File: config.mk
export PLATFORM = sky130hd
export DESIGN_NAME = fifo_rd_stream
export DESIGN_NICKNAME = d
export VERILOG_FILES = /design/src/rtl/fifo_rd_stream.sv
export SDC_FILE = /design/constraint.sdc
export NUM_CORES = 1
export LEC_CHECK = 0
export ABC_AREA = 1
export CELL_PAD_IN_SITES_DETAIL_PLACEMENT = 1
export CELL_PAD_IN_SITES_GLOBAL_PLACEMENT = 1
export CORE_MARGIN = 10
export CORE_UTILIZATION = 38
export CTS_CLUSTER_DIAMETER = 60
export DETAILED_ROUTE_END_ITERATION = 10
export PLACE_DENSITY = 0.83
export SLEW_MARGIN = 0
export SYNTH_ARGS = -nofsm -noshare
export SYNTH_HDL_FRONTEND = slang
export SYNTH_SLANG_ARGS = --single-unit
File: constraint.sdc
create_clock -name r_clk -period 3 [get_ports r_clk]
set_input_delay 0.6 -clock r_clk [delete_from_list [all_inputs] [get_ports r_clk]]
set_output_delay 0.6 -clock r_clk [all_outputs]
set_load 0.01 [all_outputs]
File: src/rtl/fifo_rd_stream.sv
// Read-side drain stage for the async FIFO: issues r_en, captures read data into a
// 2-entry buffer and presents it as a valid/ready stream with burst framing.
module fifo_rd_stream #(
   parameter int DATAOUT_WIDTH = 32,
   parameter int BURST_LEN     = 8,
   parameter int CNT_WIDTH     = 16
) (
   input  logic                     r_clk,
   input  logic                     r_rst,
   input  logic                     flush,
   input  logic                     fifo_empty,
   input  logic [DATAOUT_WIDTH-1:0] fifo_data,
   output logic                     fifo_rd_en,
   output logic [DATAOUT_WIDTH-1:0] m_data,
   output logic                     m_valid,
   input  logic                     m_ready,
   output logic                     m_last,
   output logic [CNT_WIDTH-1:0]     word_cnt
);

   typedef enum logic [1:0] {EMPTY, ONE, TWO} state_t;

   localparam logic [7:0] LAST_BEAT = 8'(BURST_LEN - 1);

   state_t                   state, state_nxt;
   logic [DATAOUT_WIDTH-1:0] head, tail;
   logic [7:0]               beat;
   logic                     inflight;
   logic                     pop, capture;
   logic                     load_head, load_tail, shift;
   logic [2:0]               occ;

   assign m_valid = (state != EMPTY);
   assign m_data  = head;
   assign m_last  = m_valid & (beat == LAST_BEAT);
   assign pop     = m_valid & m_ready;
   // A word landing during a flush cycle belongs to the flushed stream: drop it.
   assign capture = inflight & ~flush;

   always_comb begin
      state_nxt = state;
      load_head = 1'b0;
      load_tail = 1'b0;
      shift     = 1'b0;
      occ       = 3'd0;
      case (state)
         EMPTY: begin
            if (capture) begin
               state_nxt = ONE;
               load_head = 1'b1;
            end
         end
         ONE: begin
            occ = 3'd1;
            if (capture && pop) begin
               load_head = 1'b1;
            end else if (capture) begin
               state_nxt = TWO;
               load_tail = 1'b1;
            end else if (pop) begin
               state_nxt = EMPTY;
            end
         end
         TWO: begin
            occ = 3'd2;
            if (pop) begin
               state_nxt = ONE;
               shift     = 1'b1;
            end
         end
         default: state_nxt = EMPTY;
      endcase
      if (flush) state_nxt = EMPTY;
      // Room is counted against words already owed by the FIFO, net of this cycle's pop.
      fifo_rd_en = r_rst & ~flush & ~fifo_empty &
                   ((occ + 3'(inflight)) < (3'd2 + 3'(pop)));
   end

   always_ff @(posedge r_clk) begin
      if (!r_rst) begin
         state    <= EMPTY;
         inflight <= 1'b0;
         beat     <= 8'd0;
         word_cnt <= '0;
         head     <= '0;
         tail     <= '0;
      end else begin
         assert (!(capture && state == TWO));
         state    <= state_nxt;
         inflight <= fifo_rd_en;
         if (pop) word_cnt <= word_cnt + CNT_WIDTH'(1);
         if (flush)
            beat <= 8'd0;
         else if (pop)
            beat <= (beat == LAST_BEAT) ? 8'd0 : beat + 8'd1;
         if (load_head)
            head <= fifo_data;
         else if (shift)
            head <= tail;
         if (load_tail) tail <= fifo_data;
      end
   end

endmodule

==> impl_metrics.csv <==
group,metric,value,unit
global_routing,grt_pass1_wl,20300,um
layout,diodes,0,
layout,final_common_cell,"nand2_1",
placement,dpl-instance-area,4850,um2
clocking,cts_resized,0,
logic_synthesis,synth_cell_types,24,
clocking,cts_tree,"yes",
logic_synthesis,syn_nets,564,
global_routing,first_global_vias,4115,
die,io_pins,88,
critical_path,worstReg2RegStart,"state[0]",
timing,slew_viol_final,0,
logic_synthesis,syn_inst,524,
global_routing,grt_overflow,0,
clocking,htreeDepth,3,
routing,routedWlPerCell,16.2,um
timing,worst_slew_pin_slew,519,ps
die,row_count,36,
critical_path,path_class,"reg -> out",
layout,mostFrequentLayoutCells,"nand2_1, dfxtp_1, clkdlybuf4s50_1",
critical_path,reg2reg_to,"m_data[11]",
clocking,clk_latency,360,ps
logic_synthesis,ys_top_cells_by_area,"dfxtp_1, nand2_1, a21oi_1",
logic_synthesis,syn_area_per_cell,7.29,um2
global_routing,antenna_found_initial,0,
clocking,clkSinkCount,91,
routing,drc,0,
layout,area_delta_synth_final,31.8,%
worst_hold_path,hold_path_startpoint,"tail[15]",
layout,fin_area,5030,um2
critical_path,crit_required,2400,ps
worst_hold_path,hold_end,"tail[15]",
clocking,clock-root-buffer,"clkbuf_8",
timing,finalSetupTns,0,ps
critical_path,reg2reg_depth,5,
worst_hold_path,hp-class,"reg -> reg",
logic_synthesis,netlist_area,3820,um2
logic_synthesis,yosysTopAreaCell,"dfxtp_1",
routing,firstDrtPassIters,4,
critical_path,crit_fanout,4,
pwr,power_frac_seq,0.559,
logic_synthesis,synth-xor-area-share,0.00229,
placement,dp_hpwl,8390,um
die,die_area,14500,um2
clocking,clockBufferDepth,2,
routing,drt_iter0_drc,334,
pwr,p_leak,1.69,nW
routing,wl,12000,um
flow_run,maxCapViolations,0,
logic_synthesis,synth_simple_gate_area_frac,0.266,
logic_synthesis,synth.top_cell.area_share,0.477,
pwr,comb_power_share,0.082,
routing,antenna_left,0,
pwr,pwr-share-clk,0.359,
timing,fin_crit_sh,0.932,
critical_path,reg2reg_slack,1410,ps
pwr,switchingPower,0.000545,W
die,die_y,120,um
routing,vias,3915,
pwr,power_density,438,nW/um2
clocking,ctsHoldBuffers,0,
clocking,clk_pin_slew_worst_paths,90,ps
die,initial_core_util,0.391,
logic_synthesis,synth_seq_area_share,0.477,
logic_synthesis,ys.warnings.count,0,
global_routing,grt.total_usage,0.168,
layout,fin_cells,743,
placement,io_buffers,87,
timing,min_period,2800,ps
layout,finish.net_count,645,
pwr,peakVddDrop,0.195,mV
clocking,post_cts_buffers,0,
layout,fill_cells,1273,
timing,finalClockSkew,7.38,ps
layout,final_core_util,0.515,
placement,dp_cells,727,
global_routing,grt_max_degree,47,
worst_hold_path,min_path_cells,2,
die,die_x,120,um
pwr,internal_power,0.00166,W
logic_synthesis,ys_ff_latch,91,
timing,rsz0062_at_grt,"false",
critical_path,startpoint,"state[0]",
logic_synthesis,synth.area.mux_share,0,
run_status,status,"finished, final reports clean",
critical_path,critPathCaptureType,"output port",
timing,slew_headroom,0.653,
clocking,cts_buffers,9,
timing,max_freq,0.358,GHz
timing,setup_viol_count_final,0,
die,core,9770,um2
placement,gp_congestion,0.754,
critical_path,cp-start-kind,"flip-flop",
logic_synthesis,synth_adder_area_share,0.00983,
logic_synthesis,synth_compound_area_frac,0.181,
timing,finalHoldViolCount,0,
routing,avgViaCountPerCell,5.27,
layout,drive_above_1_share,0.0639,
pwr,p_sw_frac,0.247,
logic_synthesis,synth_top_family_by_area,"simple AND/OR/NAND/NOR gates",
critical_path,arrival,2200,ps
[power groups by stage]
stage	registers, W	logic [W]	clock network [W]
finish	0.00123	0.000182	0.000791
global route	0.00124	0.000199	0.000865
CTS	0.00123	0.000183	0.000800
detailed placement	0.00126	0.000182	0
global placement	0.00126	0.000178	0
floorplan	0.00127	0.0000607	0
[layer usage]
metal	vias to the layer above	global-route usage	wire (um)
met5	-	0	0
met4	0	0.0588	149
met3	13	0.0405	642
met2	76	0.301	6160
met1	1914	0.192	5080
li1	1912	-	-
[final cells by class]
type                            instances  area (um2)  area share
Clock inverter                          4        25.0     0.00497
Tap cell                              133         166      0.0331
Timing Repair Buffer                  100         981       0.195
Sequential cell                        91        1820       0.362
Clock buffer                           12         155      0.0308
Multi-Input combinational cell        370        1760       0.350
Inverter                               33         124      0.0246
[worst max path at each step]
stage            endpoint  slack, ps
2_1_floorplan  fifo_rd_en        970
3_3_place_gp   fifo_rd_en        270
3_5_place_dp   fifo_rd_en        270
4_1_cts        fifo_rd_en        100
5_1_grt        fifo_rd_en          7
6_report       fifo_rd_en        200
[kinds of logic (layout without fill, tap and decap cells)]
family,after synthesis,after routing
simple gates,240,240
compound gates,126,126
flops,91,91
buf+inv,63,149
fa+ha+maj,3,3
xor+xnor,1,1
[Yosys cell counts]
| cell type | instances |
|---|---|
| nand3_2 | 1 |
| o211ai_1 | 1 |
| nor3b_1 | 2 |
| o211ai_2 | 1 |
| nand4_1 | 3 |
| inv_2 | 2 |
| nor4_1 | 1 |
| xor2_1 | 1 |
| nor2_4 | 3 |
| inv_1 | 31 |
| o21a_1 | 2 |
| or2_2 | 2 |
| nor2_1 | 34 |
| o21ai_0 | 39 |
| nor2_2 | 1 |
| nand2_1 | 145 |
| a21oi_1 | 48 |
| clkbuf_1 | 22 |
| ha_1 | 3 |
| nor3_1 | 5 |
| buf_2 | 8 |
| nand3_1 | 43 |
| a31oi_1 | 35 |
| dfxtp_1 | 91 |
[critical path, stage by stage, from the launching register on]
cell and delay, ps:
dfxtp_1 360, inv_1 120, nor2_2 140, inv_1 100, nor2_1 130, ha_1 260, a21oi_1 170, clkdlybuf4s50_1 560
[through the flow]
| step | power, W | setup WS, ps | hold WS, ps |
|---|---|---|---|
| global placement | 0.00144 | 272 | 447 |
| finish | 0.00221 | 205 | 466 |
| floorplan | 0.00133 | 968 | 440 |
| global route | 0.00230 | 7.00 | 484 |
| detailed placement | 0.00144 | 273 | 456 |
| CTS | 0.00222 | 105 | 468 |
[flip-flops by register name, indices dropped and copies added (netlist names)]
signal and cells:
beat 8, inflight 1, m_data 32, state 2
tail 32, word_cnt 16
Note: power is estimated with default switching activity, not from simulation.
